File: src/rtl/rdma_qp_arb.sv
// rdma_qp_arb: packet-atomic round-robin arbiter in front of rdma_sched.
// One queue pair owns the scheduler input for a whole packet. Accepted beats
// are forwarded one cycle later on sched_in_*. After each packet there is one
// arbitration cycle (S_GAP), so the scheduler always sees an idle cycle after
// a last beat. Packets longer than MAX_BEATS are cut at MAX_BEATS: that beat
// goes out with last forced high, and the rest of the packet is drained.
// Optional build macro: RDMA_QP_ARB_PRIO_EN makes QP0 strict priority; the
// remaining QPs round-robin among themselves.
module rdma_qp_arb #(
  parameter int NUM_QP    = 4,
  parameter int DATA_W    = 64,
  parameter int MAX_BEATS = 16
) (
  input  logic                      clk,
  input  logic                      rst,
  input  logic [NUM_QP-1:0]         qp_valid,
  input  logic [NUM_QP*DATA_W-1:0]  qp_data,
  input  logic [NUM_QP-1:0]         qp_last,
  output logic [NUM_QP-1:0]         qp_ready,
  output logic                      sched_in_valid,
  output logic [DATA_W-1:0]         sched_in_data,
  output logic                      sched_in_last,
  output logic [$clog2(NUM_QP)-1:0] grant_id,
  output logic                      err_long
);

  localparam int GW = $clog2(NUM_QP);
  localparam int CW = $clog2(MAX_BEATS + 1);
  localparam logic [CW-1:0] LAST_IDX = CW'(MAX_BEATS - 1);

  typedef enum logic [1:0] {
    S_IDLE  = 2'd0,
    S_GAP   = 2'd1,
    S_XFER  = 2'd2,
    S_FLUSH = 2'd3
  } state_t;

  // State and registered datapath
  state_t             r_state;
  logic [GW-1:0]      r_grant_id;
  logic [GW-1:0]      r_rr_ptr;
  logic [CW-1:0]      r_beat_cnt;
  logic               r_out_valid;
  logic [DATA_W-1:0]  r_out_data;
  logic               r_out_last;
  logic               r_err_long;

  // Combinational decisions
  state_t             w_state_next;
  logic [NUM_QP-1:0]  w_req;
  logic               w_found;
  logic [GW-1:0]      w_rr_winner;
  logic [GW-1:0]      w_winner;
  logic               w_rr_upd;
  logic               w_sel_valid;
  logic               w_sel_last;
  logic [DATA_W-1:0]  w_sel_data;
  logic [NUM_QP-1:0]  w_ready;
  logic               w_arb_go;
  logic               w_emit;
  logic               w_trunc;

  // Beat presented by the currently granted QP
  assign w_sel_valid = qp_valid[r_grant_id];
  assign w_sel_last  = qp_last[r_grant_id];
  assign w_sel_data  = qp_data[int'(r_grant_id)*DATA_W +: DATA_W];

  // Arbitration: first requester after rr_ptr wins, wrapping around
  always_comb begin
    // NOTE: every signal written here gets a default first, so no path can
    // leave it unassigned and infer a latch.
    w_req       = qp_valid;
    w_rr_upd    = 1'b1;
`ifdef RDMA_QP_ARB_PRIO_EN
    // QP0 is handled by the override below, never by the rotation.
    w_req[0]    = 1'b0;
`endif
    w_found     = 1'b0;
    w_rr_winner = '0;
    for (int k = 1; k <= NUM_QP; k++) begin
      if (!w_found && w_req[(int'(r_rr_ptr) + k) % NUM_QP]) begin
        w_found     = 1'b1;
        w_rr_winner = GW'((int'(r_rr_ptr) + k) % NUM_QP);
      end
    end
    w_winner = w_rr_winner;
`ifdef RDMA_QP_ARB_PRIO_EN
    // Strict priority win leaves the rotation pointer where it was.
    if (qp_valid[0]) begin
      w_found  = 1'b1;
      w_winner = '0;
      w_rr_upd = 1'b0;
    end
`endif
  end

  // FSM state register
  always_ff @(posedge clk) begin
    // NOTE: sequential state is always written with non-blocking assignments
    // so every register samples pre-edge values regardless of block order.
    if (rst) r_state <= S_IDLE;
    else     r_state <= w_state_next;
  end

  // FSM next-state and handshake decode
  always_comb begin
    w_state_next = r_state;
    w_ready      = '0;
    w_arb_go     = 1'b0;
    w_emit       = 1'b0;
    w_trunc      = 1'b0;
    unique case (r_state)
      S_IDLE, S_GAP: begin
        if (w_found) begin
          w_arb_go     = 1'b1;
          w_state_next = S_XFER;
        end else begin
          w_state_next = S_IDLE;
        end
      end
      S_XFER: begin
        w_ready[r_grant_id] = 1'b1;
        if (w_sel_valid) begin
          w_emit = 1'b1;
          if (w_sel_last) begin
            w_state_next = S_GAP;
          end else if (r_beat_cnt == LAST_IDX) begin
            w_trunc      = 1'b1;
            w_state_next = S_FLUSH;
          end
        end
      end
      S_FLUSH: begin
        // Tail of a truncated packet: accept and drop until its last beat.
        w_ready[r_grant_id] = 1'b1;
        if (w_sel_valid && w_sel_last) w_state_next = S_GAP;
      end
      default: w_state_next = S_IDLE;
    endcase
  end

  // Grant, round-robin pointer, beat counter and registered output stage
  always_ff @(posedge clk) begin
    if (rst) begin
      r_grant_id  <= '0;
      r_rr_ptr    <= GW'(NUM_QP - 1);
      r_beat_cnt  <= '0;
      r_out_valid <= 1'b0;
      r_out_data  <= '0;
      r_out_last  <= 1'b0;
      r_err_long  <= 1'b0;
    end else begin
      r_out_valid <= w_emit;
      r_err_long  <= w_trunc;
      if (w_arb_go) begin
        r_grant_id <= w_winner;
        r_beat_cnt <= '0;
        if (w_rr_upd) r_rr_ptr <= w_winner;
      end
      // Data and last hold their value while no beat is emitted.
      if (w_emit) begin
        r_out_data <= w_sel_data;
        r_out_last <= w_sel_last | w_trunc;
        r_beat_cnt <= r_beat_cnt + CW'(1);
      end
    end
  end

  assign qp_ready       = w_ready;
  assign sched_in_valid = r_out_valid;
  assign sched_in_data  = r_out_data;
  assign sched_in_last  = r_out_last;
  assign grant_id       = r_grant_id;
  assign err_long       = r_err_long;

endmodule

File: config.mk
export PLATFORM = sky130hd
export DESIGN_NAME = rdma_qp_arb
export DESIGN_NICKNAME = d
export VERILOG_FILES = /design/src/rtl/rdma_qp_arb.sv
export SDC_FILE = /design/constraint.sdc
export NUM_CORES = 1
export LEC_CHECK = 0
export BUFFER_PORTS_ARGS = -buffer_cell sky130_fd_sc_hd__buf_2
export CAP_MARGIN = 20
export CELL_PAD_IN_SITES_DETAIL_PLACEMENT = 1
export CELL_PAD_IN_SITES_GLOBAL_PLACEMENT = 1
export CORE_AREA = 8 8 131 133
export DETAILED_ROUTE_END_ITERATION = 10
export DIE_AREA = 0 0 139 141
export PLACE_DENSITY = 0.87
export SLEW_MARGIN = 40
export SYNTH_ARGS = -nofsm -noshare
export SYNTH_HDL_FRONTEND = slang
export SYNTH_SLANG_ARGS = --single-unit
File: constraint.sdc
create_clock -name clk -period 5.23 [get_ports clk]
set_clock_uncertainty 0.05 [all_clocks]
set_input_delay 1.046 -clock clk [delete_from_list [all_inputs] [get_ports clk]]
set_output_delay 1.046 -clock clk [all_outputs]
set_load 0.05 [all_outputs]
# Word-level counts from Yosys, hierarchy flattened
# Index checks and enable logic that the tools add are counted.
# word_totals
ff_bits,78
latchBits,0
mem_bits_rw,0
mem_bits_ro,0
in_bits,266
out_inout_bits,73
wordCells,92
mem_count,0
# classes
addsub,5
multipliers,0
n_div,0
order_cmp,6
eq_ne,7
shifts,1
mux,43
bitwise_logic,5
n_reduce_logical,17
# op_table
cell,n
$shiftx A256 B9 Y64,1
$mux W1,23
$mux W2,9
$lt A3 B4 Y1 const B,4
$bmux W1 S2,6
$reduce_or A2 Y1,6
$mux W5,2
$pmux W2 S3,1
$add A5 B1 Y5 const B,1
$eq A5 B4 Y1 const B,1
$logic_and A1 B1 Y1,5
$add A2 B1 Y2 const B,2
$add A2 B2 Y2 const B,2
$and A1 B1 Y1 const A,4
$eq A2 B2 Y1 const B,2
$mux W4,1
$ne A2 B2 Y1 const B,2
$logic_not A1 Y1,3
$lt A2 B3 Y1 const B,1
$ne A3 B3 Y1 const B,1
$reduce_and A3 Y1,1
$demux W1 S2,1
$eq A2 B1 Y1 const B,1
$ge A2 B1 Y1 const B,1
other kinds (3),3

# Longest topological paths before layout
# logic_depth
depth_word,20
depth_mapped,7
ltp_nobuf,6

# Worst setup path before layout
# OpenSTA, ideal clock, no wires.
# synth_timing
path_type,reg2out
startpoint,"register r_grant_id[1], in the netlist grant_id[1]"
endpoint,output qp_ready[2]
arrival_time_ps,2155
required_ps,4134
slack_ps,1979
path_stages_with_launch,6
path_buffers,3
path_cell_list,dfxtp_1 > buf_4 > buf_2 > buf_1 > inv_1 > nor2_1
# synth_via
elab_chain_cells,5
# synth_rtl
element,line,rtl
start: declaration,40,logic [GW-1:0] r_grant_id;
start signal: assignment,156,r_grant_id <= w_winner;
$lt A2 B3 Y1 (implied by the code) or $ge A2 B1 Y1 (tied branches),"122, 135",
$logic_and A1 B1 Y1 (implied by the code),"122, 135",
$mux W1 (implied by the code),"122, 135",
$demux W1 S2 (*),"122, 135",
$mux W4 (*),--,
end: declaration,19,"output logic [NUM_QP-1:0] qp_ready,"
# Mark *: on every way between the ends. The rest lies on a longest branch, timed or not.

# Worst setup path in the final report
# layout_timing
startpoint,"register r_grant_id[1], in the netlist grant_id[1]"
endpoint,output qp_ready[3]
# Same word-level chain as after synthesis.

==> summary.txt <==
Timing
  – Tmin final: 3.12 ns
  – Fmax: 320 MHz
  – Worst-margin pin slew: 0.726 ns
  – Final Hold Fails: 0
  – Slew headroom: 0.516
  – Setup TNS: 0 ns
  – Setup WS post-layout: 2.11 ns
  – RSZ-0062 raised after global routing: no
  – # setup viols final: 0
  – Slew Limit Fails: 0
  – Final period util: 0.597

Cells and area
  – Area grow syn2layout: 47.5%
  – Post-layout nets: 1028
  – Diode count: 0
  – Commonest non-fill, non-tap cell in the layout: buf_2
  – Finished Cell Area: 6560 µm²
  – Share of cells above drive strength 1: 0.566
  – Most frequent cells in the layout: 337 x buf_2, 135 x nand2_1, 76 x dfxtp_1, 73 x a21oi_1, 66 x mux4_2

Route
  – Vias per inst: 5.03
  – Post-Route WL: 18.5 mm
  – DR WL/cell: 19.4 µm
  – Post-DRT Antenna Nets: 0
  – DRC: 0
  – DRT iter0 DRCs: 176
  – DRT Pass-1 Iters: 4
  – Via count: 4796

Clock tree
  – CTS buffer count: 9
  – Clk sinks: 78
  – Hold_buf cts: 0
  – Clock Tree Root: clkbuf_16
  – CTS H-Tree Depth: 3
  – Bufs on Longest Clock Path: 2
  – Post-cts sizing count: 0
  – TritonCTS clock tree: done
  – Worst skew pair latency: 0.33 ns
  – Post-CTS setup buffer count: 0
  – CTS clk-pin slew, worst paths: 0.06 ns

Floorplanning
  – Die width: 139 µm
  – # IOs: 339
  – Die height: 141 µm
  – Die area: 19600 µm²
  – Core box area: 15000 µm²
  – Core Rows: 45
  – Initial Util: 0.297

Global routing
  – Total GRT Usage: 0.184
  – Largest net degree at the start of global routing: 49
  – Initial antenna violation count: 0
  – First-pass GRT wire length: 28.3 mm
  – Number of global-route vias before repair: 5236
  – Grt ovf: 0

Worst setup path
  – FF-to-FF path depth: 5
  – Arr. time, crit path: 2.03 ns
  – Critical path data required time: 4.13 ns
  – FF-to-FF End: r_beat_cnt[3]
  – FF-to-FF Start: grant_id[1]
  – WS Path Type: reg2out
  – Reg2reg setup slack: 2.36 ns
  – Crit path from: grant_id[1]
  – CP Capture Type: output pin
  – Crit path max fanout: 48
  – Setup crit start kind: flip-flop

Power and ir drop
  – Switching Fraction: 0.356
  – Int Pwr: 0.00131 W
  – Leakage: 2.94 nW
  – Flop pwr share: 0.349
  – Pwr Density: 309 nW/µm²
  – Tot Pwr: 0.00203 W
  – Share of total power in the clock network: 0.309
  – Peak supply drop: 0.137 mV
  – Logic gate share of total power: 0.342
  – Net switching power: 0.000720 W

Logic synthesis
  – FFs w/ async S/R, synth: 0
  – Dominant synthesized flop cell: dfxtp_1
  – Register bit count reported by yosys: 78
  – Post-synthesis instance total: 446
  – Syn nets: 714
  – Register area share after synthesis: 0.351
  – Mapped Area: 4450 µm²
  – EDFF count, synth: 0
  – Syn_area_per_cell: 9.97 µm²
  – Netlist cell types: 32
  – Ys Warns: 0

Min path
  – Hold path startpoint: sched_in_data[63]
  – HP Class: reg2reg
  – Hold Path Cell Cnt: 2
  – Hold EP: sched_in_data[63]

Placed design
  – Routability cong.: 0.866
  – Buffers on Ports: 338
  – Pre-CTS setup slack: 2.03 ns
  – DP Wirelength: 15.2 mm
  – Placed cell area: 6250 µm²

Job
  – Max_cap viols: 0

Status
  – Run status: finished, final reports clean
==> metrics by stage <==
stage | utilization | instances | hold WS (ns)
2_1_floorplan | - | 446 | 0.398
3_3_place_gp | 0.417 | 937 | 0.385
3_5_place_dp | 0.417 | 937 | 0.390
4_1_cts | 0.438 | 953 | 0.399
5_1_grt | 0.438 | 953 | 0.406
6_report | 0.438 | 953 | 0.396
==> synth_stat cells (all sizes together), types with 2 or more instances <==
cell,number,area share
a21oi,73,0.082
buf,16,0.021
clkbuf,25,0.021
dfxtp,78,0.35
ha,2,0.0056
inv,4,0.0034
mux2i,2,0.0045
mux4,66,0.33
nand2,135,0.11
nand2b,5,0.0087
nand3,5,0.0056
nand3b,3,0.0051
nor2,11,0.0093
nor3,2,0.0023
nor3b,2,0.0034
nor4,2,0.0028
o21ai,3,0.0034
or2,2,0.0028
==> routing by layer <==
layer | share of wire | global-route usage | routed length (µm) | up-vias
met4 | 0.018 | 0.0514 | 329 | 0
met2 | 0.53 | 0.342 | 9800 | 222
met5 | 0 | 0 | 0 | -
met1 | 0.37 | 0.188 | 6860 | 2300
met3 | 0.081 | 0.0736 | 1490 | 25
li1 | - | - | - | 2249
==> area by class of cell <==
type / instances / area, µm²
fillers: 1838 / 8420
multi-input cells: 323 / 2690
repair buffers: 344 / 1740
flip-flops and latches: 78 / 1570
clock buffers: 11 / 264
well taps: 188 / 235
clock inverters: 5 / 38.8
inverters: 4 / 15.0
==> state kept, by name, summed over array words and instances, names as in the netlist <==
signal / flops
err_long: 1
grant_id: 2
r_beat_cnt: 5
r_rr_ptr: 2
r_state: 2
sched_in_data: 64
sched_in_last: 1
sched_in_valid: 1
==> worst max-delay path, stage by stage (launching register included) <==
cell and delay [ns]:
dfxtp_4 0.76, buf_4 0.44, inv_1 0.10, nor2_1 0.10, buf_2 0.27
==> how the worst max path moves through the flow <==
stage	end	slack, ns
3_5_place_dp	r_beat_cnt[3]	2.03
6_report	qp_ready[3]	2.11
5_1_grt	qp_ready[3]	1.92
4_1_cts	qp_ready[3]	2.03
2_1_floorplan	qp_ready[2]	1.98
3_3_place_gp	r_beat_cnt[3]	2.07
==> power groups by stage <==
stage	Combinational (W)	Sequential [W]	Clock [W]
5_1_grt	0.000745	0.000718	0.000671
2_1_floorplan	0.000343	0.000857	0
3_3_place_gp	0.000689	0.000719	0
6_report	0.000693	0.000707	0.000625
3_5_place_dp	0.000703	0.000722	0
4_1_cts	0.000704	0.000710	0.000653
==> logic make-up (layout without fill, tap and decap cells) <==
family | count (synthesis) | in the layout | synth area share
mux | 68 | 68 | 0.339
fa+ha+maj | 2 | 2 | 0.00563
buf+inv | 45 | 364 | 0.0459
simple gates | 170 | 170 | 0.159
compound gates | 83 | 83 | 0.0999
flops | 78 | 78 | 0.351
(Power assumes the default switching activity.)
